$ cat config.mk
export PLATFORM = sky130hd
export DESIGN_NAME = obi_addr_mux
export DESIGN_NICKNAME = d
export VERILOG_FILES = /design/src/rtl/obi_addr_mux.sv
export SDC_FILE = /design/constraint.sdc
export NUM_CORES = 1
export LEC_CHECK = 0
export BUFFER_PORTS_ARGS = -buffer_cell sky130_fd_sc_hd__buf_2
export CORE_AREA = 2 2 131 133
export DETAILED_ROUTE_END_ITERATION = 16
export DIE_AREA = 0 0 133 135
export PLACE_DENSITY = 0.54
export SLEW_MARGIN = 25
export SYNTH_ARGS = -nofsm -noshare
export SYNTH_HDL_FRONTEND = slang
export SYNTH_SLANG_ARGS = --single-unit
$ cat constraint.sdc
create_clock -name clk -period 2 [get_ports clk]
set_input_delay 0.1 -clock clk [delete_from_list [all_inputs] [get_ports clk]]
set_output_delay 0.1 -clock clk [all_outputs]
set_load 0.02 [all_outputs]
$ cat src/rtl/obi_addr_mux.sv
// 1-master to N-slave OBI address decoder with in-order response routing,
// a built-in decode-error responder and a stray-response (protocol) flag.
module obi_addr_mux #(
  parameter int                  N_SLV     = 4,
  parameter int                  AW        = 32,
  parameter int                  DW        = 32,
  parameter int                  MAX_OUT   = 2,
  parameter logic [N_SLV*AW-1:0] SLV_BASE  = '0,
  parameter logic [N_SLV*AW-1:0] SLV_MASK  = '0,
  parameter logic [DW-1:0]       ERR_RDATA = 32'hBADC0DE5
) (
  input  logic                clk,
  input  logic                rst_n,
  input  logic                m_req,
  output logic                m_gnt,
  input  logic [AW-1:0]       m_addr,
  input  logic                m_we,
  input  logic [DW/8-1:0]     m_be,
  input  logic [DW-1:0]       m_wdata,
  output logic                m_rvalid,
  output logic [DW-1:0]       m_rdata,
  output logic                m_err,
  output logic [N_SLV-1:0]    s_req,
  input  logic [N_SLV-1:0]    s_gnt,
  output logic [AW-1:0]       s_addr,
  output logic                s_we,
  output logic [DW/8-1:0]     s_be,
  output logic [DW-1:0]       s_wdata,
  input  logic [N_SLV-1:0]    s_rvalid,
  input  logic [N_SLV*DW-1:0] s_rdata,
  output logic [15:0]         err_cnt,
  output logic                proto_err
);

  localparam int TW = $clog2(N_SLV + 1);
  localparam int PW = (MAX_OUT > 1) ? $clog2(MAX_OUT) : 1;
  localparam int CW = $clog2(MAX_OUT + 1);
  localparam logic [TW-1:0] ERR_IDX = TW'(N_SLV);

  logic [TW-1:0] r_fifo [MAX_OUT];
  logic [PW-1:0] r_wr_ptr, r_rd_ptr;
  logic [CW-1:0] r_cnt;
  logic [TW-1:0] r_last;
  logic [15:0]   r_err_cnt;
  logic          r_proto;

  logic [TW-1:0] w_sel, w_head;
  logic          w_full, w_nonempty, w_stall, w_fwd;
  logic          w_push, w_pop, w_stray;

  assign s_addr  = m_addr;
  assign s_we    = m_we;
  assign s_be    = m_be;
  assign s_wdata = m_wdata;

  assign err_cnt   = r_err_cnt;
  assign proto_err = r_proto;

  // Descending scan so the lowest-index hit is the last (winning) assignment.
  always_comb begin
    w_sel = ERR_IDX;
    for (int i = N_SLV - 1; i >= 0; i--) begin
      if ((m_addr & SLV_MASK[i*AW +: AW]) == (SLV_BASE[i*AW +: AW] & SLV_MASK[i*AW +: AW]))
        w_sel = TW'(i);
    end
  end

  assign w_nonempty = (r_cnt != '0);
  assign w_full     = (r_cnt == CW'(MAX_OUT));
  assign w_head     = r_fifo[r_rd_ptr];
  // Hold a target switch until the FIFO drains so responses can never reorder.
  assign w_stall    = w_nonempty && (w_sel != r_last);
  assign w_fwd      = m_req && rst_n && !w_full && !w_stall;

  always_comb begin
    s_req = '0;
    for (int i = 0; i < N_SLV; i++)
      s_req[i] = w_fwd && (w_sel == TW'(i));
    m_gnt = (w_sel == ERR_IDX) ? w_fwd : |(s_req & s_gnt);
  end

  always_comb begin
    m_rvalid = 1'b0;
    m_rdata  = '0;
    m_err    = 1'b0;
    w_stray  = 1'b0;
    if (w_nonempty && (w_head == ERR_IDX)) begin
      m_rvalid = 1'b1;
      m_rdata  = ERR_RDATA;
      m_err    = 1'b1;
    end
    for (int i = 0; i < N_SLV; i++) begin
      if (w_nonempty && (w_head == TW'(i))) begin
        m_rvalid = s_rvalid[i];
        m_rdata  = s_rdata[i*DW +: DW];
      end else if (s_rvalid[i]) begin
        w_stray = 1'b1;
      end
    end
  end

  assign w_push = m_req && m_gnt;
  assign w_pop  = m_rvalid;

  always_ff @(posedge clk or negedge rst_n) begin
    if (!rst_n) begin
      for (int i = 0; i < MAX_OUT; i++) r_fifo[i] <= '0;
      r_wr_ptr  <= '0;
      r_rd_ptr  <= '0;
      r_cnt     <= '0;
      r_last    <= '0;
      r_err_cnt <= '0;
      r_proto   <= 1'b0;
    end else begin
      if (w_push) begin
        r_fifo[r_wr_ptr] <= w_sel;
        r_last           <= w_sel;
        r_wr_ptr         <= (r_wr_ptr == PW'(MAX_OUT - 1)) ? '0 : r_wr_ptr + PW'(1);
        if ((w_sel == ERR_IDX) && (r_err_cnt != 16'hFFFF))
          r_err_cnt <= r_err_cnt + 16'd1;
      end
      if (w_pop)
        r_rd_ptr <= (r_rd_ptr == PW'(MAX_OUT - 1)) ? '0 : r_rd_ptr + PW'(1);
      if (w_push && !w_pop)
        r_cnt <= r_cnt + CW'(1);
      else if (!w_push && w_pop)
        r_cnt <= r_cnt - CW'(1);
      if (w_stray)
        r_proto <= 1'b1;
    end
  end

endmodule
Word level (Yosys, flattened, before mapping)
Cells that the tools add are included.
Storage, ports and cells
  flip-flop bits (word level): 11
  output and inout bits: 125
  input bits: 208
  logic and storage cells: 68
Operators by class
  bitwise gates (word level): 5
  add/subtract/negate cells: 4
  magnitude comparators: 3
  multiplexer cells: 27
  reduce and logical (&&, ||, !) cells: 18
  equal/unequal tests: 5
Operator list (count)
  32-bit two-way mux: 5
  1-bit two-way mux: 15
  3-bit two-way mux: 4
  1-bit logical AND: 11
  6-bit bitwise AND: 1
  3-bit by 2-bit equality test with 1-bit output, second input constant: 2
  6-bit inverter: 1
  1-bit by 4-bit bitwise AND with 4-bit output: 1
  2-bit greater-or-equal comparator, second input constant: 2
  2-bit two-way mux: 2
  1-bit inverter with 2-bit output: 2
  2-bit nonzero test: 2
  4-bit OR reduction: 1
  3-bit demux with 1-bit select: 1
  3-bit by 1-bit equality test with 1-bit output, second input constant: 1
  3-bit equality test, second input constant: 1
  1-bit logical NOT: 3
  3-bit logical NOT: 1
  1-bit adder, second input constant: 2
  2-bit by 1-bit adder with 2-bit output, second input constant: 1
  2-bit equality test, second input constant: 1
  2-bit by 1-bit less-than comparator with 1-bit output, second input constant: 1
  2-bit by 1-bit subtractor with 2-bit output, second input constant: 1

Depth between registers and ports, before layout
Gate-level depths: netlist of run 1.
  depth after elaboration: 14
  depth in mapped cells: 10
  mapped depth without buffers: 8

Worst setup path after synthesis of run 1
Ideal clock, no wire load.
  path type: reg2reg
  start point: reg r_rd_ptr
  end point: reg r_cnt[1]
  clock period less this slack: 2.194 ns
  path slack: -0.194 ns
  stages on the path, launching flop included: 11
  path buffers: 2
  arrival time: 2.069 ns
  data required time: 1.875 ns
  library setup time: 0.125 ns
  path through: dfrtp_1 buf_6 mux2i_4 buf_6 mux2i_1 nor2_4 a21oi_2 ha_1 xor2_1 nor2_1 xor2_1
Between the ends
  word-level cells in the longest chain between the ends: 14
  elaborated cells between the ends (all ways): 24
  those cells by class: eq/ne (4); mux (9); bitwise (1); reduce/logical (10)
RTL lines
  from (decl): RTL line 41  | logic [PW-1:0] r_wr_ptr, r_rd_ptr;
  from (signal assigned): RTL line 123  | r_rd_ptr <= (r_rd_ptr == PW'(MAX_OUT - 1)) ? '0 : r_rd_ptr + PW'(1);
  1-bit inverter with 2-bit output (not written as such) (*): RTL line 70  | assign w_head = r_fifo[r_rd_ptr];
  3-bit two-way mux (not written as such) (*) (3 in series): RTL line 70
  3-bit equality test: RTL line 87  | if (w_nonempty && (w_head == ERR_IDX)) begin
  1-bit logical AND: RTL line 87
  1-bit two-way mux: RTL line 87
  1-bit two-way mux (3 in series): RTL line 93  | if (w_nonempty && (w_head == TW'(i))) begin
  1-bit two-way mux (*): RTL line 93
  1-bit logical NOT: RTL line 124  | if (w_push && !w_pop)
  1-bit logical AND: RTL line 124
  2-bit two-way mux / 2-bit nonzero test (equally long branches)
  to (signal assigned): RTL line 125  | r_cnt <= r_cnt + CW'(1);
  to (signal assigned): RTL line 127  | r_cnt <= r_cnt - CW'(1);
  to (decl): RTL line 42  | logic [CW-1:0] r_cnt;
Mark *: on every way between the ends. The rest lies on a longest branch, timed or not. The select of a mux whose other input is x is not followed.
A chain may end at the register's enable or synchronous reset.

Final worst setup path of run 1
  start point: reg r_rd_ptr
  end point: out m_rdata[17]
Between the ends
  word-level cells in the longest chain between the ends: 10
  elaborated cells between the ends (all ways): 16
  those cells by class: eq/ne (3); mux (7); bitwise (1); reduce/logical (5)
RTL lines
  1-bit inverter with 2-bit output (not written as such) (*): RTL line 70
  3-bit two-way mux (not written as such) (*) (3 in series): RTL line 70
  3-bit logical NOT: RTL line 93
  1-bit logical AND: RTL line 93
  32-bit two-way mux (3 in series): RTL line 93
  32-bit two-way mux (*): RTL line 93
  to (decl): RTL line 21  | output logic [DW-1:0] m_rdata,
Marks and branches as above.

==> reports/results.ini, run 1 <==
[power]
p_leak_uw=0.00187
finalPower_uw=3060
ir_drop_mv=0.274
power_density_nw_per_um2=784

[floorplanning]
die_h_um=135
die_area_um2=18000
start_util_pct=14.4
rows=47
die_w_um=133
ios=333
core_area_um2=16400

[grt]
grt_max_degree=25
grt_pass1_wl_um=14600
grt_overflow=0
grt_use_total_pct=10.9
grt_antenna_before_repair=2
grt_pass1_vias=2508

[synth]
ys_types=39
yosys.area_share.xor_xnor_pct=1.85
synth-main-ff-cell=dfrtp_1
syn_area_um2=2360
synthSimpleGateAreaFrac_pct=11.7
yosys_warnings=0
avgSynthCellArea_um2=8.53
synth_top_family_by_area=buffers and inverters
synth_compound_area_share_pct=17.1
ys_ff_latch=11
synth.area.top_cells=buf_4 (29%), dfrtp_1 (12%), mux4_1 (11%)
synth_edf_count=0
synthAdderAreaFrac_pct=0.530
synth_largest_area_cell=buf_4
synth.area.mux_share_pct=22.9
async_reset_ff_share_pct=100
synth_common_cells=buf_4 (90), a21oi_1 (22), o21ai_0 (20)
seq_area_frac_synth_pct=11.7
netlist_instances=277
yosysMostFrequentCell=buf_4
yosysTopAreaCellShare_pct=28.6

[finish]
drive_gt1_share_pct=70.2
nets=623
syn2layout_area_growth_pct=65.3
fin_util_pct=23.8
n_fill_cell=1769
final_area_um2=3900

[sta]
setup_tns_ns=-4.83
period_needed_ns=2.20
fmax_mhz=456
final-hold-violation-count=0
setup_viol=35
finalWorstSetupSlack_ns=-0.195
grt_setup_unrepaired=true
finClkSkew_ns=0.00257
final-max-slew-violation-count=0
min_period_over_period_pct=110

[setup_path]
start_kind=register
critPathKind=reg2out
r2r_start=r_rd_ptr$_DFFE_PN0P_
worstPathArrival_ns=2.10
path_max_fanout=8
critPathRequiredTime_ns=1.90
reg2reg_slack_ns=-0.08
startpoint=r_rd_ptr$_DFFE_PN0P_
cp-end-kind=output port

[clock_tree]
clockBufferDepth=2
clk-insertion-delay-late_ns=0.24
path_clk_slew_ns=0.04
cts_root_buffer=clkbuf_16
h-tree-depth=1
cts_buffers=3
numClockSinks=11
cts_tree=done

[placed_design]
dp_hpwl_um=8480
io_buffers=172
dpl_cell_area_um2=3000
place.gp.congestion=0.785

[status]
violations=negative setup slack
status=finished, violations left

[drt]
num_vias=2499
ant_nets=0
vias_per_cell=3.94
drt_iter0_drc=31
wl_per_cell_um=17.2
firstDrtPassIters=4
route.detailed.drc=0
wl_um=10900

[min_path]
min_from=s_rvalid[0]
min_path_type=in2reg

[flow_run]
cap_violations=0

[flip-flops by register name (all words and copies together), names as in the netlist]
name,flops
r_wr_ptr,1
proto_err,1
r_cnt,2
r_rd_ptr,1
r_fifo,6
[cell usage in the layout, fill, tap and decap left out, types with 2 or more instances in the layout]
master,instances
o21ai_4,2
o22ai_2,2
a211oi_2,5
buf_6,29
mux2i_4,9
mux4_1,5
dfrtp_1,11
buf_2,149
and2_1,3
xnor2_1,3
a21o_1,5
o22ai_4,7
buf_4,29
nor2_1,6
inv_1,4
o21ai_2,9
nand2_1,10
mux2i_1,3
buf_12,6
mux2i_2,4
nor3_1,3
a21oi_2,6
nor2_4,3
nor2b_1,16
conb_1,19
o21ai_1,8
mux4_2,9
nand2_4,2
a21oi_1,16
o22ai_1,3
clkbuf_16,5
[where the power goes]
group | internal, uW | switching [uW]
registers | 270 | 28.2
clock network | 267 | 97.8
logic | 1230 | 1160
[timing repair]
action	in CTS	in global routing
hold endpoints to repair	11	0
buffers inserted	9	6
cloned	3	2
hold buffers	1	0
endpoints found under the setup margin	35	36
gates resized for setup	110	57
pin swaps	18	21
[final cells by class]
| type | count | area, um^2 | share of cell area [%] |
|---|---|---|---|
| well taps | 220 | 275 | 7.05 |
| repair buffers | 218 | 1510 | 38.8 |
| clock buffers | 4 | 78.8 | 2.02 |
| inverters | 5 | 18.8 | 0.481 |
| flip-flops and latches | 11 | 275 | 7.05 |
| diodes | 1 | 2.50 | 0.0641 |
| multi-input cells | 175 | 1740 | 44.6 |
[logic make-up (layout without fill, tap and decap cells)]
family	count (synthesis)	after routing
xor gates and xnor gates	5	5
and+or+nand+nor	50	50
DFF	11	11
buffers and inverters	109	227
muxes	31	31
adders and majority gates	1	1
AOI/OAI and AO/OA	69	69
other	1	20
[stage by stage]
stage	instances	setup slack, ns	hold WS (ns)
4_1_cts	626	-0.204	0.168
2_1_floorplan	295	-0.167	-0.196
3_5_place_dp	609	-0.186	0.0435
6_report	634	-0.195	0.162
5_1_grt	634	-0.240	0.191
3_3_place_gp	609	-0.205	0.0449
[final timing paths]
check	end	depth (start not counted)
worst max-delay path	m_rdata[17]	7
worst min-delay path	proto_err$_DFFE_PN0P_	3
worst max register to register	r_cnt[1]$_DFFE_PN0P_	9
worst min register to register	proto_err$_DFFE_PN0P_	2
max in group asynchronous	r_rd_ptr$_DFFE_PN0P_	3
min in group asynchronous	r_cnt[1]$_DFFE_PN0P_	3
[worst max-delay path: stages (launching register included)]
cell and delay, ns:
dfrtp_1 0.35, buf_4 0.13, mux2i_4 0.23, buf_12 0.15, buf_12 0.13, mux4_1 0.53, nor2b_1 0.15, buf_2 0.16
[per-layer routing]
layer  vias to the layer above  GRT usage, %  part of all wire (%)  wire length (um)
met2                       207          22.7                    56              6040
met5                         -             0                     0                 0
met3                        23          2.85                   9.5              1040
met4                         0          3.88                   2.4               261
li1                       1147             -                     -                 -
met1                      1122          10.1                    33              3550
Power figures use the tool's default switching activity.
==> run 2, diff against run 1 <==
Settings changed: ABC_AREA set to 1, CELL_PAD_IN_SITES_DETAIL_PLACEMENT set to 0, CELL_PAD_IN_SITES_GLOBAL_PLACEMENT set to 1, CORE_AREA 2 2 131 133 to 2 2 130 132, DIE_AREA 0 0 133 135 to 0 0 132 134, PLACE_DENSITY 0.54 to 0.79, TNS_END_PERCENT set to 50.
==> reports/results.ini, run 2 <==
[sta]
min_period_over_period_pct=101  ; -9.0 points
period_needed_ns=2.02  ; -0.180 ns
finalWorstSetupSlack_ns=-0.0152  ; +0.180 ns
final-hold-violation-count=0  ; unchanged
fmax_mhz=496  ; +8.9%
grt_setup_unrepaired=true
setup_viol=2  ; -94%
final-max-slew-violation-count=0  ; unchanged
finClkSkew_ns=0.00108  ; -0.00149 ns

[placed_design]
place.gp.congestion=0.739  ; -5.9%
dp_hpwl_um=7280  ; -14%
pre_cts_ws_ns=-0.0213  ; +0.165 ns
io_buffers=172  ; unchanged

[drt]
vias_per_cell=3.67  ; -7.0%
num_vias=2482  ; -0.68%
wl_per_cell_um=13.2  ; -23%
drt_iter0_drc=53  ; +71%
ant_nets=0  ; unchanged
route.detailed.drc=0  ; unchanged
firstDrtPassIters=4  ; unchanged
wl_um=8930  ; -18%

[synth]
yosys_warnings=0  ; unchanged
async_reset_ff_share_pct=100  ; unchanged
synth_edf_count=0  ; unchanged
synth_compound_area_share_pct=6.89  ; -10 points
yosys.area_share.xor_xnor_pct=1.24  ; -0.62 points
yosysMostFrequentCell=nand2_1
synth_largest_area_cell=buf_4
yosysTopAreaCellShare_pct=33.6  ; +5.0 points
synth_common_cells=nand2_1 (123), buf_4 (95), nand4_1 (33)
synth.area.mux_share_pct=0  ; -23 points
synthAdderAreaFrac_pct=0.589  ; +0.060 points
netlist_instances=347  ; +25%
synth_top_family_by_area=buffers and inverters
synth.area.top_cells=buf_4 (34%), nand2_1 (22%), dfrtp_1 (13%)
ys_ff_latch=11  ; unchanged
synth-main-ff-cell=dfrtp_1
avgSynthCellArea_um2=6.12  ; -28%
seq_area_frac_synth_pct=13.0  ; +1.3 points
synthSimpleGateAreaFrac_pct=39.0  ; +27 points
ys_types=27  ; -31%
syn_area_um2=2120  ; -10%

[setup_path]
worstPathArrival_ns=1.92  ; -0.18 ns
start_kind=register
path_buf_inv=6  ; +2
critPathRequiredTime_ns=1.90  ; about the same
critPathMaxStageDelay_ns=0.48  ; -0.05 ns
path_cells=inv_4, nand2_4, nand2_4, inv_4, nor2_4, buf_6, inv_2, nor2_4, buf_12, nand2_1, nand4_1, buf_4
reg2reg_slack_ns=0.09  ; +0.17 ns
critPathTopFamily=buffers and inverters
critPathKind=reg2out
crit_path_top_delay_cell=dfrtp_2
cp-end-kind=output port
path_max_fanout=19  ; +11

[finish]
final_common_cell=buf_2
syn2layout_area_growth_pct=40.1
num_antenna_cells=0  ; -1
final_cell_mix=buf_2 (154), nand2_1 (122), nand4_1 (33)
nets=667  ; +7.1%
largest_register_ff_count=6  ; unchanged
top_register=r_fifo
reg.largest.list=r_fifo x6, r_cnt x2
drive_gt1_share_pct=47.3  ; -23 points

[floorplanning]
die_w_um=132  ; -0.75%
die_area_um2=17700  ; -1.5%
ios=333  ; unchanged
die_h_um=134  ; -0.74%
rows=47  ; unchanged
start_util_pct=13.0  ; -1.4 points
core_area_um2=16300  ; -0.72%

[clock_tree]
clk-insertion-delay-late_ns=0.23  ; about the same
cts_buffers=3  ; unchanged
numClockSinks=11  ; unchanged
h-tree-depth=1  ; unchanged
path_clk_slew_ns=0.04  ; about the same
clockBufferDepth=2  ; unchanged
cts_root_buffer=clkbuf_16
cts_tree=done

[status]
violations=negative setup slack
status=finished, violations left

[power]
finalPower_uw=5900  ; +93%
ir_drop_mv=0.743  ; +170%
p_leak_uw=0.00153  ; -18%
power_density_nw_per_um2=1980  ; +150%

[grt]
grt_max_degree=20  ; -20%
grt_pass1_wl_um=12900  ; -12%
grt_antenna_before_repair=0  ; -2
grt_use_total_pct=9.33  ; -1.6 points
grt_overflow=0  ; unchanged
grt_pass1_vias=2399  ; -4.3%

[flow_run]
cap_violations=0  ; unchanged

[min_path]
min_path_type=in2reg

run 2: cell types whose count changed after synthesis, moves of 8 or more:
cell	previous run	this run
nand2_1	12	123
nand4_1	0	33
a21oi_1	22	3
nor2b_1	17	0
mux2i_1	15	0
o22ai_1	12	0
mux4_1	10	0
inv_1	5	13
run 2: cell type report:
class | count | area [um^2]
fill | 1902 | 13300
timing repair buffer | 191 | 1150
multi-input combinational | 232 | 1110
sequential | 11 | 277
tap | 220 | 275
inverter | 19 | 83.8
clock buffer | 4 | 78.8
run 2: worst paths after layout:
path                                 startpoint               endpoint  cells past startpoint
setup / recovery           r_rd_ptr$_DFFE_PN0P_            m_rdata[21]                     12
hold / removal                      s_rvalid[1]  proto_err$_DFFE_PN0P_                      3
setup reg to reg           r_rd_ptr$_DFFE_PN0P_   r_cnt[1]$_DFFE_PN0P_                     12
hold reg to reg            r_cnt[0]$_DFFE_PN0P_   r_cnt[0]$_DFFE_PN0P_                      1
max in group asynchronous                 rst_n   r_rd_ptr$_DFFE_PN0P_                      3
min in group asynchronous                 rst_n  r_fifo[1]$_DFFE_PN0P_                      3
run 2: metal layers:
| layer | track usage, % | vias up | routed length [um] |
|---|---|---|---|
| li1 | - | 1228 | - |
| met1 | 10.6 | 1086 | 3580 |
| met2 | 16.3 | 146 | 4270 |
| met3 | 3.44 | 22 | 869 |
| met4 | 2.72 | 0 | 217 |
| met5 | 0 | - | 0 |
run 2: power by group:
part,leakage (uW),internal [uW],switching (uW)
Combinational,0.00136,2030,3110
Clock,0.0000382,266,86.3
Sequential,0.000135,324,87.3
run 2: worst reg2reg max path, stage by stage, from the launching register on:
cell and delay [ns]:
dfrtp_2 0.48, inv_4 0.10, nand2_4 0.06, nand2_4 0.08, inv_4 0.03, nor2_4 0.12
nand2_2 0.06, or2_4 0.26, nand2_4 0.07, ha_4 0.20, a21oi_2 0.09, o21ai_1 0.08
xor2_1 0.16
run 2: kinds of logic after synthesis:
family,count (synthesis)
flip-flops,11
buffers and inverters,122
XOR/XNOR,3
AO/OA/AOI/OAI,27
AND/OR/NAND/NOR,182
other,1
adder cells (fa/ha/maj),1
run 2: stage by stage:
stage	utilization, %	instance area (um^2)	hold WS [ns]	instances	TNS, ns
after global routing	18.3	2980	0.162	677	-2.05
after floorplan	-	2190	-0.196	365	0
final	18.3	2980	0.130	677	-0.0229
after CTS	17.8	2900	0.133	676	-0.418
after global placement	16.8	2740	0.0642	670	-0.0101
after detailed placement	16.8	2740	0.0709	670	-0.0213
run 2: timing repair:
action | CTS | global route
setup endpoints to repair | 33 | 33
buffers inserted | 0 | 1
pin swaps | 0 | 6
gates resized for setup | 17 | 22
cloned | 1 | 0
hold endpoints to repair | 11 | 0
hold buffers | 1 | 0
